$ cat src/rtl/dma_pkg.sv
// Shared types and helpers for the DMA burst read master.
// Holds the controller state encoding and the burst sizing function.
package dma_pkg;

    typedef enum logic [1:0] {
        ST_IDLE  = 2'd0,
        ST_ISSUE = 2'd1,
        ST_DRAIN = 2'd2,
        ST_DONE  = 2'd3
    } dma_state_e;

    // Smallest of the three limits on a burst: the configured maximum,
    // the words still to request and the words left before the next
    // MAX_BURST-aligned block boundary.
    function automatic logic [31:0] burst_size(input logic [31:0] maxBurst,
                                               input logic [31:0] remaining,
                                               input logic [31:0] toBoundary);
        logic [31:0] size;
        size = maxBurst;
        if (remaining < size) size = remaining;
        if (toBoundary < size) size = toBoundary;
        return size;
    endfunction

endpackage

$ cat src/rtl/dma_rd_credit.sv
// Outstanding-word tracker for the burst read master.
// Counts words requested but not yet returned and decides whether the
// downstream FIFO has room for the next candidate burst.
module dma_rd_credit
    import dma_pkg::*;
#(
    parameter int LEN_W = 16,
    parameter int BC_W  = 4
) (
    input  logic             clk,
    input  logic             reset_n,
    input  logic             clk_en,
    input  logic             accept_i,
    input  logic [BC_W-1:0]  acceptCount_i,
    input  logic             dataValid_i,
    input  logic [LEN_W:0]   fifoFree_i,
    input  logic [BC_W-1:0]  reqCount_i,
    output logic             creditOk_o,
    output logic             idle_o
);

    localparam logic [LEN_W:0] ONE = (LEN_W+1)'(1);

    logic [LEN_W:0] outstanding_q;
    logic [LEN_W:0] outstanding_d;

    // Net effect of a burst acceptance and a returned word in the same cycle.
    always_comb begin
        outstanding_d = outstanding_q;
        if (accept_i) outstanding_d = outstanding_d + (LEN_W+1)'(acceptCount_i);
        if (dataValid_i) outstanding_d = outstanding_d - ONE;
    end

    // Outstanding counter; frozen while the global enable is low.
    always_ff @(posedge clk or negedge reset_n) begin
        if (!reset_n) begin
            outstanding_q <= '0;
        end else if (clk_en) begin
            outstanding_q <= outstanding_d;
        end
    end

    // Room is needed for everything already in flight plus the new burst.
    assign creditOk_o = ({1'b0, fifoFree_i} >= ({1'b0, outstanding_q} + (LEN_W+2)'(reqCount_i)));
    assign idle_o     = (outstanding_q == '0);

endmodule

$ cat src/rtl/dma_burst_read_master.sv
// Burst read master: splits a word-count transfer into bursts that never
// cross a MAX_BURST-word aligned block, throttled by downstream FIFO space.
// Optional feature macro DMA_RD_PIPELINED_EN: when defined, new bursts may be
// issued while earlier ones are still returning data; otherwise only one
// burst is in flight at a time.
module dma_burst_read_master
    import dma_pkg::*;
#(
    parameter int ADDR_W    = 32,
    parameter int DATA_W    = 32,
    parameter int LEN_W     = 16,
    parameter int MAX_BURST = 8,
    localparam int BC_W     = $clog2(MAX_BURST) + 1
) (
    input  logic              clk,
    input  logic              reset_n,
    input  logic              clk_en,
    input  logic              go,
    input  logic [ADDR_W-1:0] start_addr,
    input  logic [LEN_W-1:0]  xfer_words,
    input  logic [LEN_W:0]    fifo_free,
    output logic [ADDR_W-1:0] read_address,
    output logic              read,
    output logic [BC_W-1:0]   burstcount,
    input  logic              read_waitrequest,
    input  logic              readdatavalid,
    input  logic [DATA_W-1:0] readdata,
    output logic              fifo_wr,
    output logic [DATA_W-1:0] fifo_wdata,
    output logic              done,
    output logic              busy
);

    localparam int BYTES   = DATA_W / 8;
    localparam int BYTE_SH = $clog2(BYTES);

    dma_state_e        state_q;
    logic [ADDR_W-1:0] addr_q;
    logic [LEN_W-1:0]  remain_q;
    logic              read_q;
    logic [ADDR_W-1:0] readAddr_q;
    logic [BC_W-1:0]   burstCnt_q;
    logic              done_q;
    logic              busy_q;

    logic [ADDR_W-1:0] addr_d;
    logic [LEN_W-1:0]  remain_d;
    logic [ADDR_W-1:0] wordAddr;
    logic [BC_W-1:0]   blkIdx;
    logic [BC_W-1:0]   toBoundary;
    logic [BC_W-1:0]   remainCap;
    logic [BC_W-1:0]   nextBurst;
    logic              accept;
    logic              fifoWr;
    logic              creditOk;
    logic              noneOutstanding;
    logic              issueOk;

    // Position within the aligned block decides how far the next burst may run.
    assign wordAddr   = addr_q >> BYTE_SH;
    assign blkIdx     = BC_W'(wordAddr & ADDR_W'(MAX_BURST - 1));
    assign toBoundary = BC_W'(MAX_BURST) - blkIdx;
    assign remainCap  = (remain_q >= LEN_W'(MAX_BURST)) ? BC_W'(MAX_BURST) : BC_W'(remain_q);
    assign nextBurst  = BC_W'(burst_size(32'(MAX_BURST), 32'(remainCap), 32'(toBoundary)));

    // Pointer and count after the current burst is accepted.
    assign addr_d   = addr_q + (ADDR_W'(burstCnt_q) << BYTE_SH);
    assign remain_d = remain_q - LEN_W'(burstCnt_q);

    assign accept = read_q & ~read_waitrequest & clk_en;
    assign fifoWr = readdatavalid & clk_en & busy_q;

    dma_rd_credit #(
        .LEN_W (LEN_W),
        .BC_W  (BC_W)
    ) u_credit (
        .clk           (clk),
        .reset_n       (reset_n),
        .clk_en        (clk_en),
        .accept_i      (accept),
        .acceptCount_i (burstCnt_q),
        .dataValid_i   (fifoWr),
        .fifoFree_i    (fifo_free),
        .reqCount_i    (nextBurst),
        .creditOk_o    (creditOk),
        .idle_o        (noneOutstanding)
    );

`ifdef DMA_RD_PIPELINED_EN
    assign issueOk = creditOk;
`else
    assign issueOk = creditOk & noneOutstanding;
`endif

    // Transfer controller: capture, issue bursts, wait for data, pulse done.
    always_ff @(posedge clk or negedge reset_n) begin
        if (!reset_n) begin
            state_q    <= ST_IDLE;
            addr_q     <= '0;
            remain_q   <= '0;
            read_q     <= 1'b0;
            readAddr_q <= '0;
            burstCnt_q <= BC_W'(1);
            done_q     <= 1'b0;
            busy_q     <= 1'b0;
        end else if (clk_en) begin
            done_q <= 1'b0;
            case (state_q)
                ST_IDLE: begin
                    if (go) begin
                        addr_q   <= start_addr;
                        remain_q <= xfer_words;
                        busy_q   <= 1'b1;
                        state_q  <= (xfer_words == '0) ? ST_DONE : ST_ISSUE;
                    end
                end
                ST_ISSUE: begin
                    if (read_q) begin
                        if (!read_waitrequest) begin
                            read_q   <= 1'b0;
                            addr_q   <= addr_d;
                            remain_q <= remain_d;
                            if (remain_d == '0) state_q <= ST_DRAIN;
                        end
                    end else if (issueOk) begin
                        read_q     <= 1'b1;
                        readAddr_q <= addr_q;
                        burstCnt_q <= nextBurst;
                    end
                end
                ST_DRAIN: begin
                    if (noneOutstanding) state_q <= ST_DONE;
                end
                ST_DONE: begin
                    done_q  <= 1'b1;
                    busy_q  <= 1'b0;
                    state_q <= ST_IDLE;
                end
                default: state_q <= ST_IDLE;
            endcase
        end
    end

    assign read_address = readAddr_q;
    assign read         = read_q;
    assign burstcount   = burstCnt_q;
    assign done         = done_q;
    assign busy         = busy_q;
    assign fifo_wr      = fifoWr;
    assign fifo_wdata   = readdata;

endmodule

$ cat config.mk
export PLATFORM = sky130hd
export DESIGN_NAME = dma_burst_read_master
export DESIGN_NICKNAME = d
export VERILOG_FILES = /design/src/rtl/dma_pkg.sv /design/src/rtl/dma_rd_credit.sv /design/src/rtl/dma_burst_read_master.sv
export SDC_FILE = /design/constraint.sdc
export NUM_CORES = 1
export LEC_CHECK = 0
export BUFFER_PORTS_ARGS = -buffer_cell sky130_fd_sc_hd__buf_4
export CAP_MARGIN = 20
export CORE_MARGIN = 3
export CORE_UTILIZATION = 55
export CTS_CLUSTER_SIZE = 28
export DETAILED_ROUTE_END_ITERATION = 10
export PLACE_DENSITY = 0.81
export SLEW_MARGIN = 20
export SYNTH_ARGS = -nofsm -noshare
export SYNTH_HDL_FRONTEND = slang
export SYNTH_SLANG_ARGS = --single-unit
$ cat constraint.sdc
create_clock -name clk -period 8 [get_ports clk]
set_input_delay 0 -clock clk [delete_from_list [all_inputs] [get_ports clk]]
set_output_delay 0 -clock clk [all_outputs]
set_load 0.02 [all_outputs]
[After elaboration in Yosys (flattened, before gate mapping)]
Index checks and enable logic that the tools add are counted.
Word-level totals
  memories: 0
  latch bits: 0
  word-level logic and storage cells: 71
  output and inout port bits: 72
  input port bits: 103
  memory bits (read-only): 0
  bits in registers: 106
  memory bits (writable): 0
Cells by class
  reductions and logical operators: 11
  bitwise logic cells: 7
  shifts and indexed selects: 0
  divide/modulo/power cells: 0
  multiplexer cells: 26
  $mul: 0
  $lt $le $gt $ge: 4
  $add $sub $neg: 6
  equality and inequality tests: 8
Operators by type and width (count)
  2-to-1 mux 32 bit: 3
  case mux 32 bit (2 select lines): 1
  2-to-1 mux 16 bit: 3
  2-to-1 mux 17 bit: 2
  adder 32 x 6 -> 32 bit: 1
  zero test 16 bit: 2
  case mux 16 bit (2 select lines): 1
  adder 17 x 4 -> 18 bit: 1
  greater-or-equal comparator 17 x 18 -> 1 bit: 1
  adder 17 x 4 -> 17 bit: 1
  zero test 17 bit: 1
  subtractor 17 x 1 -> 17 bit, second input constant: 1
  greater-or-equal comparator 16 x 4 -> 1 bit, second input constant: 1
  subtractor 16 x 4 -> 16 bit: 1
  2-to-1 mux 2 bit: 6
  2-to-1 mux 4 bit: 3
  inequality test 2 bit, second input constant: 5
  case mux 2 bit (4 select lines): 1
  AND reduction 6 bit: 1
  AND 1 bit: 5
  2-to-1 mux 1 bit: 5
  AND reduction 5 bit: 1
  == test 2 bit, second input constant: 2
  < comparator 4 bit: 1
  other kinds (10): 12

[Longest topological paths before layout]
  word-level depth: 11
  mapped depth: 27
  mapped depth without buffers: 26

[By module]
From an unflattened synthesis, not the netlist that was laid out.
Unflattened totals
  cells, all modules: 910
  area total of the unflattened synthesis: 7965.1 µm²
By module, submodules not included
  dma_burst_read_master: cells an instance 608, area each 5506.5 µm², sequential area each 2228.4 µm², times used 1
  dma_rd_credit: cells an instance 302, area each 2458.6 µm², sequential area each 425.4 µm², times used 1

[Worst setup path after synthesis]
No wires, ideal clock.
  path type: reg2reg
  from: reg remain_q[6]
  to: reg burstCnt_q[1], in the netlist burstcount[1]
  period minus slack after synthesis: 5530 ps
  arrival: 5405 ps
  cell stages (with the launch flop): 26
  path slack: 2470 ps
  library setup time: 125 ps
  path buffers: 1
  required time: 7875 ps
  cells stage by stage: dfrtp_1 -> nor3_1 -> and2_1 -> and3_1 -> nand2_1 -> ha_1 -> and2_1 -> o21bai_1 -> o21ai_0 -> o21a_1 -> a22o_1 -> ha_1 -> a21o_1 -> a21oi_1 -> nor2b_1 -> o21ai_0 -> nor2_1 -> xnor2_1 -> ha_1 -> a21o_1 -> a21o_1 -> a221o_1 -> a31o_2 -> a21oi_4 -> buf_6 -> mux2_4
Between the ends
  cells in the longest elaborated chain, start to end: 10
Ends and longest elaborated chain
  start, declared: line dma_burst_read_master.sv:39  | logic [LEN_W-1:0] remain_q;
  start signal, assigned: line dma_burst_read_master.sv:112  | remain_q <= xfer_words;
  start signal, assigned: line dma_burst_read_master.sv:122  | remain_q <= remain_d;
  greater-or-equal comparator 16 x 4 -> 1 bit (*): line dma_burst_read_master.sv:63  | assign remainCap = (remain_q >= LEN_W'(MAX_BURST)) ? BC_W'(MAX_BURST) : BC_W'(remain_q);
  2-to-1 mux 4 bit (*): line dma_burst_read_master.sv:63
  < comparator 4 bit: line dma_pkg.sv:20  | if (remaining < size) size = remaining;
  2-to-1 mux 4 bit (*): line dma_pkg.sv:20
  < comparator 4 bit: line dma_pkg.sv:21  | if (toBoundary < size) size = toBoundary;
  2-to-1 mux 4 bit (*): line dma_pkg.sv:21
  via nextBurst[1]: line dma_burst_read_master.sv:52  | logic [BC_W-1:0] nextBurst;
  adder 17 x 4 -> 18 bit: line dma_rd_credit.sv:44  | assign creditOk_o = ({1'b0, fifoFree_i} >= ({1'b0, outstanding_q} + (LEN_W+2)'(reqCount_i)));
  greater-or-equal comparator 17 x 18 -> 1 bit: line dma_rd_credit.sv:44
  AND 1 bit: line dma_burst_read_master.sv:92  | assign issueOk = creditOk & noneOutstanding;
  AND reduction 4 bit (no source line)
  end signal, assigned: line dma_burst_read_master.sv:128  | burstCnt_q <= nextBurst;
  end, declared: line dma_burst_read_master.sv:42  | logic [BC_W-1:0] burstCnt_q;
The timed path passes the listed nets; every way through them passes the cells marked *.
A chain may end at the register's enable or synchronous reset.

[Worst setup path in the final report]
  from: reg remain_q[6]
  to: reg readAddr_q[8], in the netlist read_address[8]
Between the ends
  cells in the longest elaborated chain, start to end: 10
Ends and longest elaborated chain
  greater-or-equal comparator 16 x 4 -> 1 bit (*): line dma_burst_read_master.sv:63
  2-to-1 mux 4 bit (*): line dma_burst_read_master.sv:63
  < comparator 4 bit: line dma_pkg.sv:20
  2-to-1 mux 4 bit (*): line dma_pkg.sv:20
  < comparator 4 bit: line dma_pkg.sv:21
  2-to-1 mux 4 bit (*): line dma_pkg.sv:21
  via nextBurst[1]: line dma_burst_read_master.sv:52
  adder 17 x 4 -> 18 bit (*): line dma_rd_credit.sv:44
  greater-or-equal comparator 17 x 18 -> 1 bit (*): line dma_rd_credit.sv:44
  AND 1 bit (*): line dma_burst_read_master.sv:92
  AND reduction 4 bit (no source line) (*)
  end signal, assigned: line dma_burst_read_master.sv:127  | readAddr_q <= addr_q;
  end, declared: line dma_burst_read_master.sv:41  | logic [ADDR_W-1:0] readAddr_q;
Marked as above.

==> results.rst <==
.. list-table::
   :header-rows: 1

   * - Metric
     - Value
   * - Leakage dissipation
     - 0.00424 µW
   * - Row cnt
     - 42
   * - Number of instances resized during post-cts repair
     - 0
   * - Final setup violating endpoints
     - 0
   * - Number of pins with negative max-slew slack in the final report
     - 0
   * - Setup crit end kind
     - flop
   * - Nets
     - 1079
   * - Avg Synthesized Cell Area
     - 9.28 µm²
   * - Number of clock sinks seen by CTS
     - 106
   * - Combined area of the multi-input logic cells
     - 4470 µm²
   * - Period utilisation layout
     - 0.844
   * - Transition at the pin with the smallest max-transition slack
     - 1.01 ns
   * - Initial core utilization
     - 0.569
   * - Biggest area consumer among synthesized cells
     - sky130_fd_sc_hd__dfrtp_1
   * - # Max-Cap Violations
     - 0
   * - Total of fill cells in the finished design
     - 1045
   * - CTS buffer count
     - 9
   * - Power density over the cells
     - 256 nW/µm²
   * - Number of nets still failing antenna checks after routing
     - 0
   * - Status
     - complete, no violations
   * - Worst setup slack for register-to-register paths
     - 1.24 ns
   * - WL/cell
     - 17.2 µm
   * - Final Hold Violating Endpoints
     - 0
   * - Leading cell types in the layout, fill and taps excluded
     - sky130_fd_sc_hd__buf_4, sky130_fd_sc_hd__dfrtp_1, sky130_fd_sc_hd__nand2_1, sky130_fd_sc_hd__a21oi_1, sky130_fd_sc_hd__dlygate4sd3_1
   * - GRT Resource Usage Total
     - 0.257
   * - Maximum resistive drop on vdd
     - 0.000144 V
   * - CTS tree
     - done
   * - Largest cells by area after synthesis
     - sky130_fd_sc_hd__dfrtp_1, sky130_fd_sc_hd__ha_1, sky130_fd_sc_hd__mux2_4
   * - CP Capture Point
     - read_address[8]
   * - Worst Path Class, Setup
     - flop to flop
   * - Area of the placeable core
     - 13400 µm²
   * - Most frequent standard cell in the layout excluding fill and tap cells
     - sky130_fd_sc_hd__buf_4
   * - Max H-tree Level
     - 3
   * - Nets in the synthesized netlist
     - 972
   * - Post-Route Skew
     - 0.0115 ns
   * - Maximum net fanout on the critical path
     - 22
   * - Unrepaired setup endpoints after global routing
     - no
   * - Worst Setup Start Kind
     - flop
   * - Worst Hold Slack
     - 0.00000701 ns
   * - Number of top-level pins
     - 175
   * - Netlist Area Pre-Place
     - 7630 µm²
   * - Register area share after synthesis
     - 0.348
   * - Area share of the largest cell type after synthesis
     - 0.345
   * - Layout area overhead
     - 19.1%
   * - Routability cong.
     - 0.978
   * - Source of the worst register-to-register timing path
     - remain_q[6]
   * - First-pass DRT Iterations
     - 5
   * - Die outline area
     - 15300 µm²
   * - First-pass GRT wire length
     - 31.1 mm
   * - Register bit count reported by yosys
     - 106
   * - Number of global-route vias before repair
     - 6303
   * - Overall routed net length
     - 19.1 mm
   * - Share of final-layout standard cells stronger than drive strength 1
     - 0.195
   * - Largest stage delay on the critical path
     - 0.79 ns
   * - Synth warnings
     - 0
   * - Post-synth EDFFs
     - 0
   * - Drt initial violations
     - 430
   * - Initial antenna violation count
     - 0
   * - Clock transition at the registers of the reported paths
     - 0.08 ns
   * - Number of design rule violations left after detail routing
     - 0
   * - Cells after Synth
     - 822
   * - Arrival time of the worst setup path
     - 7.01 ns
   * - Class of the most critical hold timing path
     - input pin to output port
   * - Maximum clock path buffer count
     - 2
   * - Worst slew margin relative to its limit
     - 0.323
   * - Count of antenna diodes in the layout
     - 0
   * - Register area
     - 2650 µm²
   * - Depth of the worst register-to-register path
     - 25
   * - Beginning of the critical path
     - remain_q[6]
   * - Distinct cell type count after synthesis
     - 67
   * - Maximum achievable frequency
     - 148 MHz
   * - Detailed-route via count
     - 6585
   * - Setup Total Neg Slack
     - 0 ns
   * - Number of I/O port buffers
     - 110
   * - Final Critical Period
     - 6.76 ns
   * - Die boundary height
     - 124 µm
   * - Die extent in x
     - 124 µm
   * - GRT overflow
     - 0
   * - Clock root cell
     - sky130_fd_sc_hd__clkbuf_16
   * - Via-to-Cell Ratio
     - 5.93
   * - Endpoint required time on the critical path
     - 8.25 ns
   * - Source-to-sink clock delay at the later pin of the worst-skew pair
     - 0.36 ns
   * - Half-perimeter wire length after detailed placement
     - 13.7 mm
   * - Largest net degree at the start of global routing
     - 77
   * - Reg2reg end
     - read_address[8]
   * - Commonest register cell after synthesis
     - sky130_fd_sc_hd__dfrtp_1
   * - Setup repair bufs after CTS
     - 0
   * - Fraction of registers with async set/reset
     - 1.00
   * - Slowest CP cell
     - sky130_fd_sc_hd__a21oi_4
[flip-flops by register name, indices dropped and copies added (netlist names)]
name                    cells
done                        1
busy                        1
read_address               32
u_credit.outstanding_q     17
burstcount                  4
addr_q                     32
state_q                     2
remain_q                   16
read                        1
[area by class of cell]
| cell class | instances | share of cell area |
|---|---|---|
| inverter | 27 | 0.0112 |
| clock inverter | 6 | 0.00620 |
| multi-input combinational | 621 | 0.492 |
| timing repair buffer | 164 | 0.149 |
| sequential | 106 | 0.292 |
| clock buffer | 10 | 0.0252 |
| tap | 176 | 0.0242 |
[critical path: cells and delay by family (launching register included)]
family | cells | cell delay [ns]
DFF | 1 | 0.44
AOI/OAI and AO/OA | 12 | 3.21
adders and majority gates | 3 | 0.85
and+or+nand+nor | 7 | 1.26
muxes | 1 | 0.32
buffers and inverters | 1 | 0.36
xor gates and xnor gates | 1 | 0.19
[per-stage QoR]
| stage | worst slack (ns) | std cells | power, µW | util | instance area [µm²] |
|---|---|---|---|---|---|
| 6_report | 1.24 | 1110 | 2320 | 0.678 | 9080 |
| 3_5_place_dp | 1.30 | 1046 | 1860 | 0.621 | 8320 |
| 3_3_place_gp | 1.48 | 1046 | 1800 | 0.621 | 8320 |
| 2_1_floorplan | 2.47 | 822 | 1600 | - | 7630 |
| 5_1_grt | 0.789 | 1110 | 2520 | 0.678 | 9080 |
| 4_1_cts | 1.26 | 1110 | 2320 | 0.678 | 9080 |
[worst min path at each step]
| stage | startpoint | to | slack [ns] | depth (start not counted) |
|---|---|---|---|---|
| 2_1_floorplan | reset_n | addr_q[0] | -0.30 | 0 |
| 3_3_place_gp | readdata[0] | fifo_wdata[0] | 0.0001 | 0 |
| 3_5_place_dp | readdata[0] | fifo_wdata[0] | 0.0001 | 0 |
| 4_1_cts | readdata[0] | fifo_wdata[0] | 0.0001 | 0 |
| 5_1_grt | readdata[23] | fifo_wdata[23] | 0.00003 | 0 |
| 6_report | readdata[21] | fifo_wdata[21] | 0.000007 | 0 |
[report_power, final]
group / switching [µW] / internal, µW
sequential: 175 / 660
combinational: 579 / 465
clock: 223 / 220
total: 978 / 1340
[repair_timing]
item,CTS,global route
endpoints found under the setup margin,0,0
hold buffers,48,0
endpoints found under the hold margin,108,0
[kinds of logic (layout without fill, tap and decap cells)]
| group | after synthesis | in the layout | synth area share |
|---|---|---|---|
| xor gates and xnor gates | 47 | 47 | 0.0540 |
| adders and majority gates | 47 | 47 | 0.0811 |
| buffers and inverters | 95 | 207 | 0.0669 |
| DFF | 106 | 106 | 0.348 |
| and+or+nand+nor | 257 | 257 | 0.169 |
| muxes | 71 | 71 | 0.114 |
| AOI/OAI and AO/OA | 199 | 199 | 0.167 |
[synth_stat cells (7+ instances only)]
master	count
sky130_fd_sc_hd__a21o_1	13
sky130_fd_sc_hd__a21oi_1	64
sky130_fd_sc_hd__and3_1	10
sky130_fd_sc_hd__and4_1	8
sky130_fd_sc_hd__buf_4	32
sky130_fd_sc_hd__clkbuf_1	26
sky130_fd_sc_hd__dfrtp_1	105
sky130_fd_sc_hd__ha_1	43
sky130_fd_sc_hd__inv_1	27
sky130_fd_sc_hd__mux2_2	10
sky130_fd_sc_hd__mux2_4	29
sky130_fd_sc_hd__mux2i_1	32
sky130_fd_sc_hd__nand2_1	84
sky130_fd_sc_hd__nand3_1	30
sky130_fd_sc_hd__nand4_1	11
sky130_fd_sc_hd__nor2_1	39
sky130_fd_sc_hd__nor2b_1	9
sky130_fd_sc_hd__nor3_1	22
sky130_fd_sc_hd__nor4_1	10
sky130_fd_sc_hd__o21a_1	7
sky130_fd_sc_hd__o21ai_0	34
sky130_fd_sc_hd__o22ai_1	26
sky130_fd_sc_hd__or3_1	7
sky130_fd_sc_hd__xnor2_1	32
sky130_fd_sc_hd__xor2_1	15
[metal layers]
metal,track usage,vias up,part of all wire
met4,0.0796,0,0.015
met2,0.404,241,0.46
met3,0.0459,25,0.067
met1,0.363,3140,0.45
li1,-,3179,-
met5,0,-,0
(Power assumes the default switching activity.)
